===== config.mk =====
export PLATFORM = sky130hd
export DESIGN_NAME = occupancy_sensor
export DESIGN_NICKNAME = d
export VERILOG_FILES = /design/src/rtl/occupancy_sensor.sv
export SDC_FILE = /design/constraint.sdc
export NUM_CORES = 1
export LEC_CHECK = 0
export CAP_MARGIN = 20
export CORE_UTILIZATION = 35
export DETAILED_ROUTE_END_ITERATION = 8
export HOLD_SLACK_MARGIN = 0.02
export PLACE_DENSITY = 0.6
export SETUP_SLACK_MARGIN = 0.3
export SYNTH_ARGS = -nofsm -noshare
export SYNTH_HDL_FRONTEND = slang
export SYNTH_SLANG_ARGS = --single-unit

===== constraint.sdc =====
create_clock -name clk -period 2.78 [get_ports clk]
set_clock_uncertainty 0.1 [all_clocks]
set_input_delay 0.695 -clock clk [delete_from_list [all_inputs] [get_ports clk]]
set_output_delay 0.695 -clock clk [all_outputs]
set_load 0.005 [all_outputs]

===== src/rtl/occupancy_sensor.sv =====
// ----------------------------------------------------------------------------
// occupancy_sensor
//
// Produces the "person in room" signal for the room light controller. Two IR
// beams in the door frame are synchronized and debounced. A crossing FSM works
// out the walking direction from the filtered beams and keeps a saturating
// occupancy count.
//
// Beam A is on the corridor side and beam B is on the room side. A crossing
// that breaks A, then B, then clears counts as an entry. A crossing that
// breaks B, then A, then clears counts as an exit.
//
// Ports:
//   clk          system clock; all state changes on the rising edge
//   rst_n        asynchronous active-low reset
//   beam_a       corridor-side beam, asynchronous, 1 = broken
//   beam_b       room-side beam, asynchronous, 1 = broken
//   present      registered (occupancy != 0)
//   occupancy    current person count, saturating at MAX_OCC and at 0
//   entry_pulse  one-cycle pulse on a committed entry
//   exit_pulse   one-cycle pulse on a committed exit
//   error_pulse  one-cycle pulse on a crossing timeout or an ambiguous start
// ----------------------------------------------------------------------------
module occupancy_sensor #(
    parameter int unsigned DEB_CYCLES     = 16,
    parameter int unsigned TIMEOUT_CYCLES = 50000000,
    parameter int unsigned CNT_W          = 4,
    parameter int unsigned MAX_OCC        = 15
) (
    input  logic             clk,
    input  logic             rst_n,
    input  logic             beam_a,
    input  logic             beam_b,
    output logic             present,
    output logic [CNT_W-1:0] occupancy,
    output logic             entry_pulse,
    output logic             exit_pulse,
    output logic             error_pulse
);

    localparam int unsigned DebW = $clog2(DEB_CYCLES + 1);
    localparam int unsigned TmrW = $clog2(TIMEOUT_CYCLES + 1);

    localparam logic [DebW-1:0]  DebLast = DebW'(DEB_CYCLES - 1);
    localparam logic [TmrW-1:0]  TmrLast = TmrW'(TIMEOUT_CYCLES - 1);
    localparam logic [CNT_W-1:0] OccMax  = CNT_W'(MAX_OCC);

    typedef enum logic [2:0] {
        StIdle,
        StInA,
        StInAb,
        StInB,
        StOutB,
        StOutAb,
        StOutA,
        StWaitClear
    } state_e;

    // ------------------------------------------------------------------------
    // Input path. Bit 0 carries beam A and bit 1 carries beam B.
    // ------------------------------------------------------------------------
    logic [1:0] beam_raw;
    logic [1:0] meta_q;
    logic [1:0] sync_q;
    logic [1:0] filt_q;
    logic [1:0] filt_d;

    logic [1:0][DebW-1:0] deb_cnt_q;
    logic [1:0][DebW-1:0] deb_cnt_d;

    assign beam_raw = {beam_b, beam_a};

    always_ff @(posedge clk or negedge rst_n) begin
        if (!rst_n) begin
            meta_q <= '0;
            sync_q <= '0;
        end else begin
            meta_q <= beam_raw;
            sync_q <= meta_q;
        end
    end

    // The counter tracks how many consecutive cycles the synchronized level has
    // disagreed with the filtered level. Any agreement, even a single cycle,
    // restarts the count. The filtered level flips on the DEB_CYCLES-th
    // consecutive disagreeing cycle.
    always_comb begin
        for (int i = 0; i < 2; i++) begin
            filt_d[i]    = filt_q[i];
            deb_cnt_d[i] = '0;
            if (sync_q[i] != filt_q[i]) begin
                if (deb_cnt_q[i] == DebLast) begin
                    filt_d[i] = sync_q[i];
                end else begin
                    deb_cnt_d[i] = deb_cnt_q[i] + 1'b1;
                end
            end
        end
    end

    always_ff @(posedge clk or negedge rst_n) begin
        if (!rst_n) begin
            filt_q    <= '0;
            deb_cnt_q <= '0;
        end else begin
            filt_q    <= filt_d;
            deb_cnt_q <= deb_cnt_d;
        end
    end

    // ------------------------------------------------------------------------
    // Crossing FSM, timeout timer and occupancy counter
    // ------------------------------------------------------------------------
    logic a;
    logic b;

    assign a = filt_q[0];
    assign b = filt_q[1];

    state_e           state_q;
    state_e           state_d;
    logic [TmrW-1:0]  tmr_q;
    logic [TmrW-1:0]  tmr_d;
    logic [CNT_W-1:0] occ_q;
    logic [CNT_W-1:0] occ_d;
    logic             present_q;
    logic             present_d;
    logic             entry_q;
    logic             entry_d;
    logic             exit_q;
    logic             exit_d;
    logic             error_q;
    logic             error_d;
    logic             tracking;

    // The timer only runs while a crossing is in progress.
    assign tracking = (state_q != StIdle) && (state_q != StWaitClear);

    always_comb begin
        state_d = state_q;
        tmr_d   = tmr_q;
        occ_d   = occ_q;
        entry_d = 1'b0;
        exit_d  = 1'b0;
        error_d = 1'b0;

        case (state_q)
            StIdle: begin
                if (a && b) begin
                    // Both beams broken at once, so the direction is unknown.
                    state_d = StWaitClear;
                    error_d = 1'b1;
                end else if (a && !b) begin
                    state_d = StInA;
                end else if (!a && b) begin
                    state_d = StOutB;
                end
            end

            StInA: begin
                if (a && b)        state_d = StInAb;
                else if (!a && b)  state_d = StInB;
                else if (!a && !b) state_d = StIdle;
            end

            StInAb: begin
                if (!a && b)       state_d = StInB;
                else if (a && !b)  state_d = StInA;
                else if (!a && !b) state_d = StIdle;
            end

            StInB: begin
                if (!a && !b) begin
                    state_d = StIdle;
                    entry_d = 1'b1;
                    occ_d   = (occ_q == OccMax) ? occ_q : occ_q + 1'b1;
                end else if (a && b) begin
                    state_d = StInAb;
                end else if (a && !b) begin
                    state_d = StInA;
                end
            end

            StOutB: begin
                if (a && b)        state_d = StOutAb;
                else if (a && !b)  state_d = StOutA;
                else if (!a && !b) state_d = StIdle;
            end

            StOutAb: begin
                if (a && !b)       state_d = StOutA;
                else if (!a && b)  state_d = StOutB;
                else if (!a && !b) state_d = StIdle;
            end

            StOutA: begin
                if (!a && !b) begin
                    state_d = StIdle;
                    exit_d  = 1'b1;
                    occ_d   = (occ_q == '0) ? occ_q : occ_q - 1'b1;
                end else if (a && b) begin
                    state_d = StOutAb;
                end else if (!a && b) begin
                    state_d = StOutB;
                end
            end

            StWaitClear: begin
                if (!a && !b) state_d = StIdle;
            end

            default: begin
                state_d = StIdle;
            end
        endcase

        // A real transition wins over a timeout in the same cycle. The timeout
        // is only checked while the FSM is holding its state.
        if (state_d != state_q) begin
            tmr_d = '0;
        end else if (tracking) begin
            if (tmr_q == TmrLast) begin
                state_d = StWaitClear;
                error_d = 1'b1;
                tmr_d   = '0;
            end else begin
                tmr_d = tmr_q + 1'b1;
            end
        end

        present_d = (occ_d != '0);
    end

    always_ff @(posedge clk or negedge rst_n) begin
        if (!rst_n) begin
            state_q   <= StIdle;
            tmr_q     <= '0;
            occ_q     <= '0;
            present_q <= 1'b0;
            entry_q   <= 1'b0;
            exit_q    <= 1'b0;
            error_q   <= 1'b0;
        end else begin
            state_q   <= state_d;
            tmr_q     <= tmr_d;
            occ_q     <= occ_d;
            present_q <= present_d;
            entry_q   <= entry_d;
            exit_q    <= exit_d;
            error_q   <= error_d;
        end
    end

    assign present     = present_q;
    assign occupancy   = occ_q;
    assign entry_pulse = entry_q;
    assign exit_pulse  = exit_q;
    assign error_pulse = error_q;

endmodule

# Yosys cells after proc, flatten, opt, wreduce, memory -nomap -nowiden
# Cells that the tools add are included.
# word_totals
regBits,53
latch_bits,0
ram_bits,0
romBits,0
inputBits,4
output_inout_bits,8
mem_count,0
# classes
add_sub_neg,5
mul,0
div,0
magnitude_cmp,0
n_eq_ne,15
shifts,0
muxes,41
n_bitwise,0
reduce_logical,14
# ops
operator,n
26-bit two-way mux,3
3-bit two-way mux,20
"26-bit by 1-bit adder with 26-bit output, second input constant",1
"26-bit equality test, second input constant",1
3-bit case mux with 8 select lines,1
5-bit two-way mux,4
4-bit two-way mux,4
"3-bit equality test, second input constant",4
"5-bit by 1-bit adder with 5-bit output, second input constant",2
"5-bit by 4-bit equality test with 1-bit output, second input constant",2
1-bit two-way mux,8
4-bit case mux with 2 select lines,1
"3-bit by 2-bit equality test with 1-bit output, second input constant",2
1-bit logical AND,5
"4-bit by 1-bit adder with 4-bit output, second input constant",1
"4-bit equality test, second input constant",1
4-bit logical NOT,1
2-bit AND reduction,2
4-bit nonzero test,1
"4-bit by 1-bit subtractor with 4-bit output, second input constant",1
"3-bit by 1-bit equality test with 1-bit output, second input constant",1
3-bit logical NOT,1
3-bit inequality test,1
"3-bit inequality test, second input constant",1
4 further kinds,6

# Depth between registers and ports, before layout
# Gate-level depths: netlist of the first run.
# depth
word_depth,9
ltp_mapped,8
mapped_depth_nobuf,7

# Worst setup path after synthesis of the first run
# No wires, ideal clock.
# synth_path
kind,register -> register
start,reg tmr_q[0]
end,reg tmr_q[9]
setup_time_ns,0.128
arrival_time_ns,2.070
required_ns,2.552
slack_ns,0.482
path_stages_with_launch,9
cell_sequence,dfrtp_1 ha_1 nand3_2 or3_1 or4_1 buf_6 buf_8 a31oi_1 o22ai_1
# synth_between
elab_chain_len,4
# synth_rtl
element,line_no,text
from (decl),122,logic [TmrW-1:0] tmr_q;
from (signal assigned),245,tmr_q <= tmr_d;
26-bit by 1-bit adder with 26-bit output / 26-bit equality test (equally long branches),"227, 222",
26-bit two-way mux *,222,if (tmr_q == TmrLast) begin
26-bit two-way mux *,221,end else if (tracking) begin
26-bit two-way mux *,219,if (state_d != state_q) begin
# Mark *: on every way between the ends. The rest lies on a longest branch, timed or not. The select of a mux whose other input is x is not followed.
# A chain may end at the register's enable or synchronous reset.

# Worst setup path after layout of the first run
# layout_path
start,reg tmr_q[0]
end,reg tmr_q[20]
# The elaborated chain is that of the path after synthesis.

==> summary.txt, run 1 <==
Detailed routing
  • 1st-iter DRT viols: 111
  • Vias per cell: 5.41
  • Final WL: about 6.2 mm
  • Residual DRC: 0
  • Vias: 2,414
  • DRT antenna net count: 0
  • Wire per inst: around 14 um
  • DR pass1 iterations: 4

Power and ir drop
  • Worst VDD drop: around 0.00016 V
  • Total power per unit cell area: between 300 and 400 nW/um2
  • Leakage: 1.38 nW

Clock network
  • H-tree levels: 2
  • Max Buffers Root-to-Sink: 2
  • Worst-Skew Late Latency: roughly 0.32 ns
  • Total clock buffers created by CTS: 5
  • Clk slew on worst S/H paths: 0.10 ns
  • Clock sink total: 53
  • Root Driver: clkbuf_8
  • CTS tree: yes

Yosys
  • Mapped Cells: 326
  • Post-synth top cells: dfrtp_1 (53), nor2_1 (29), nand2_1 (21)
  • Mapped cell area: 3000 um2
  • Synth Warn #: 0
  • Most area-hungry cell type in the Yosys netlist: dfrtp_1
  • Post-synth ARST share: 100%
  • Synthesized flop and latch total: 53
  • Top-area cell type share of the netlist area: 44.1%
  • Net Count, Synth: 335
  • Number of flops mapped to enable cells by yosys: 0
  • Register area share after synthesis: 44.1%
  • Synth area leaders: dfrtp_1 (44%), nor2_1 (3.6%), nand3_1 (3.2%)
  • Synth Flop Type: dfrtp_1
  • Syn Area/Cell: 9.22 um2
  • Netlist cell types: 58
  • Most numerous cell in the Yosys netlist: dfrtp_1

Die
  • I/O Pins: 12
  • Initial Utilization: 36.4%
  • Die Span Y: 94.6 um
  • Row Count: 33
  • Die ar.: around 9000 um2
  • Core footprint: 8260 um2
  • Die X: 94.6 um

STA
  • Slew @ Worst Pin: around 0.54 ns
  • Final setup violation count: 0
  • Hold_ws: 0.246 ns
  • Fmax: 419 MHz
  • Max-slew headroom: 64.2%
  • RSZ-0062 raised after global routing: true
  • Setup Total Neg Slack: 0 ns
  • Max Slew Vio Count: 0
  • Final period utilization: 85.9%
  • Endpoints failing hold: 0
  • Tmin final: 2.39 ns

Setup path
  • Crit Path Class: register to register
  • Worst Path Max Fanout: 12
  • Worst setup SP type: register
  • Arrival @ worst endpoint: roughly 2.5 ns
  • CP cell instances: ha_4 > nand3_4 > or3_4 > or4_4 > buf_6 > a21oi_4 > nor2_1
  • Crit. End Element: register
  • Req. time, crit path: 2.88 ns
  • Max incr delay on CP: roughly 0.55 ns
  • CP max-delay cell: or4_4

Final layout
  • Final Util: approximately two fifths
  • Final nets: 349
  • Number of diodes: 0
  • Layout cell share with drive strength beyond 1: 11.4%
  • Design Area, Final: around 3400 um2
  • Footprint of the multi-input gates: between 1500 and 2000 um2
  • Area delta synth->final: 12.4%
  • FF+latch area: 1330 um2
  • # fillers: 830

Placement
  • IO Port Bufs: 11
  • Placer Congestion: 0.834
  • HPWL after DPL: 4.31 mm
  • Post-DP Area: 3230 um2

GRT
  • Global Route Usage Sum: between 15 and 20%
  • First-pass GRT wire length: 10.4 mm
  • Initial antenna violation count: 0
  • Largest net degree at the start of global routing: 25
  • Overflow after GRT: 0
  • Number of global-route vias before repair: 2,256

Flow run
  • Maxcap violations: 0

Hold path
  • Worst hold path type: input port to asynchronous set/reset pin

Outcome
  • Status: finished clean
timing repair:
item,CTS,global route
setup endpoints to repair,0,25
gates resized for setup,0,9
hold buffers,0,0
setup buffers,0,2
critical path, delay by kind of cell, from the launching register on:
kind / cells / cell delay [ns]
flops: 1 / 0.44
compound gates: 1 / 0.26
buf+inv: 1 / 0.17
fa+ha+maj: 1 / 0.18
simple gates: 4 / 1.13
sequential cells by signal, summed over array words and instances (netlist names):
name         cells
sync_q           2
tmr_q           26
error_pulse      1
state_q          3
present          1
filt_q           2
entry_pulse      1
meta_q           2
deb_cnt_q       10
occupancy        4
exit_pulse       1
through the flow:
| stage | std cells | power [W] | setup slack, ns |
|---|---|---|---|
| 6_report | 446 | 0.00129 | 0.392 |
| 4_1_cts | 444 | 0.00131 | 0.307 |
| 5_1_grt | 446 | 0.00136 | 0.261 |
| 3_3_place_gp | 436 | 0.000844 | 0.407 |
| 2_1_floorplan | 326 | 0.000819 | 0.482 |
| 3_5_place_dp | 436 | 0.000845 | 0.332 |
metal layers:
layer | track usage [%] | routed length [um]
met2 | 24.9 | 2880
met3 | 2.90 | 154
met4 | 5.30 | 85
met1 | 19.5 | 3070
met5 | 0 | 0
logic make-up (layout without fill, tap and decap cells):
kind of cell,after synthesis,after routing,share of synthesized area [%]
flip-flops,53,53,44.1
AND/OR/NAND/NOR,140,140,25.4
adder cells (fa/ha/maj),5,5,2.08
buffers and inverters,38,53,5.83
AO/OA/AOI/OAI,65,65,14.7
XOR/XNOR,17,17,4.96
multiplexers,8,8,2.83
cell usage in the layout (no fill, tap or decap), drive strengths merged, types with 7 or more instances in the layout:
| cell | n |
|---|---|
| a21oi | 12 |
| a31oi | 11 |
| buf | 15 |
| clkdlybuf4s50 | 10 |
| dfrtp | 53 |
| inv | 21 |
| nand2 | 21 |
| nand2b | 9 |
| nand3 | 21 |
| nand4 | 14 |
| nor2 | 29 |
| nor4 | 8 |
| o21ai | 10 |
| o22ai | 13 |
| xnor2 | 7 |
| xor2 | 10 |
path summary, 6_finish.rpt:
path | to | depth (start not counted) | slack, ns | start
max in group asynchronous | tmr_q[18] | 2 | 1.66 | rst_n
min in group clk | sync_q[1] | 0 | 0.25 | meta_q[1]
worst min-delay path | sync_q[1] | 1 | 0.25 | rst_n
worst min register to register | sync_q[1] | 0 | 0.25 | meta_q[1]
worst max-delay path | tmr_q[20] | 7 | 0.39 | tmr_q[0]
worst max register to register | tmr_q[20] | 7 | 0.39 | tmr_q[0]
where the power goes:
group / internal [W] / switching, W
sequential: 0.000781 / 0.00000794
combinational: 0.0000148 / 0.0000262
clock: 0.000184 / 0.000273
total: 0.000980 / 0.000307
area by class of cell:
cell class | instances | share of cell area (%)
Clock buffer | 5 | 2.04
Clock inverter | 3 | 0.778
Multi-Input combinational cell | 235 | 45.4
Inverter | 20 | 2.22
Timing Repair Buffer | 25 | 6.34
Sequential cell | 53 | 39.4
Tap cell | 105 | 3.89
Power figures use the tool's default switching activity.
==> inputs of run 2 (changes only) <==
ABC_CLOCK_PERIOD_IN_PS = 2780   (was unset)
CORE_ASPECT_RATIO = 0.6   (was unset)
==> summary.txt, run 2 (synthesized netlist as in run 1, its figures left out) <==
Outcome
  • Status: finished clean

Die
  • Initial Utilization: between 30% and 40%
  • Die ar.: 8970 um2
  • Die X: 122 um
  • Die Span Y: 73.8 um
  • I/O Pins: 12
  • Core footprint: approximately 8000 um2
  • Row Count: 25

Clock network
  • Clk slew on worst S/H paths: around 0.07 ns
  • Worst-Skew Late Latency: ~0.29 ns
  • Max Buffers Root-to-Sink: 2
  • Clock sink total: 53
  • H-tree levels: 2
  • CTS tree: yes
  • Root Driver: clkbuf_16
  • Total clock buffers created by CTS: 5

Setup path
  • Worst Path Max Fanout: 14
  • Reg2reg start: tmr_q[0]
  • R2R cell count: 7
  • Worst setup SP type: register
  • Crit. End Element: register
  • Req. time, crit path: about 2.9 ns
  • Worst reg2reg endpoint: tmr_q[20]
  • R2R setup slack: about 0.38 ns
  • Crit Path Class: register to register
  • Arrival @ worst endpoint: 2.47 ns

Flow run
  • Maxcap violations: 0

STA
  • RSZ-0062 raised after global routing: false
  • Fmax: between 400 and 500 MHz
  • Max Slew Vio Count: 0
  • Final setup violation count: 0
  • Hold_ws: between 0.2 and 0.25 ns
  • Setup Total Neg Slack: 0 ns
  • Endpoints failing hold: 0
  • Slew @ Worst Pin: 0.691 ns
  • Max-slew headroom: 53.0%
  • Tmin final: 2.40 ns
  • Final period utilization: 86.3%

Final layout
  • Reg with most FFs: tmr_q
  • Number of diodes: 0
  • Area delta synth->final: 14.9%
  • Most frequent cells in the layout: dfrtp_1 (52), nor2_1 (29), inv_1 (20), nand2_1 (20), nand3_1 (19)
  • Layout cell share with drive strength beyond 1: 11.7%
  • Final Util: 42.6%
  • Commonest non-fill, non-tap cell in the layout: dfrtp_1
  • Fin cells: 449
  • Max reg flops: 26
  • Final nets: 349

Detailed routing
  • Residual DRC: 0
  • DR pass1 iterations: 5
  • Vias per cell: approximately 5.4
  • Vias: 2,426
  • 1st-iter DRT viols: 190
  • DRT antenna net count: 0
  • Final WL: 6.39 mm
  • Wire per inst: between 10 and 15 um

Placement
  • HPWL after DPL: between 4 and 5 mm
  • Placer Congestion: 0.822
  • IO Port Bufs: 11
  • Placed Instances: between 400 and 500

Power and ir drop
  • Total power: approximately 0.0014 W
  • Leakage: around 1.4 nW
  • Worst VDD drop: 0.000252 V
  • Total power per unit cell area: 418 nW/um2

GRT
  • First-pass GRT wire length: 10.9 mm
  • Largest net degree at the start of global routing: 33
  • Overflow after GRT: 0
  • Global Route Usage Sum: around 16%
  • Initial antenna violation count: 0
  • Number of global-route vias before repair: 2,206

Hold path
  • Worst hold start: meta_q[0]
  • Hold path endpoint: sync_q[0]
  • Hold Path Stages: 0
  • Worst hold path type: register to register
==> run 2: worst max-delay path by stage <==
stage,to,from,slack [ns]
after floorplan,tmr_q[9],tmr_q[0],0.48
after global routing,tmr_q[20],tmr_q[0],0.30
after global placement,tmr_q[19],tmr_q[0],0.26
final,tmr_q[20],tmr_q[0],0.38
after detailed placement,tmr_q[20],tmr_q[0],0.18
after CTS,tmr_q[20],tmr_q[1],0.31
==> run 2: area by class of cell <==
| class | instances | area [um2] |
|---|---|---|
| Fill cell | 765 | 4650 |
| Clock buffer | 5 | 125 |
| Clock inverter | 3 | 17.5 |
| Inverter | 20 | 75.1 |
| Tap cell | 108 | 135 |
| Multi-Input combinational cell | 235 | 1540 |
| Sequential cell | 53 | 1330 |
| Timing Repair Buffer | 25 | 226 |
==> run 2: routing by layer <==
| metal | track usage, % | up-vias | wire length, um |
|---|---|---|---|
| li1 | - | 1206 | - |
| met1 | 24.6 | 1137 | 3500 |
| met2 | 20.8 | 73 | 2440 |
| met3 | 2.95 | 10 | 372 |
| met4 | 4.66 | 0 | 76 |
| met5 | 0 | - | 0 |
==> run 2: stage by stage <==
step                area, um2  setup WS (ns)
floorplan                3000          0.482
CTS                      3410          0.306
finish                   3450          0.382
detailed placement       3230          0.181
global placement         3230          0.257
global route             3450          0.304
==> run 2: timing repair <==
item,4_1_cts,5_1_grt
pin swaps,1,2
setup buffers,2,2
cloned,0,0
gates resized for setup,5,5
endpoints found under the setup margin,24,22
hold buffers,0,0
==> run 2: where the power goes <==
part           internal, W  total (W)  switching (W)
registers         0.000782   0.000789     0.00000744
logic            0.0000170  0.0000442      0.0000272
clock network     0.000331   0.000610       0.000279
total              0.00113    0.00144       0.000314
==> run 2: worst max-delay path: stages, from the launching register on <==
cell and delay [ns]:
dfrtp_1 0.40, ha_4 0.18, nand3_4 0.11, or3_4 0.39, or4_4 0.58, buf_6 0.19, a21oi_4 0.24, nor2_1 0.09
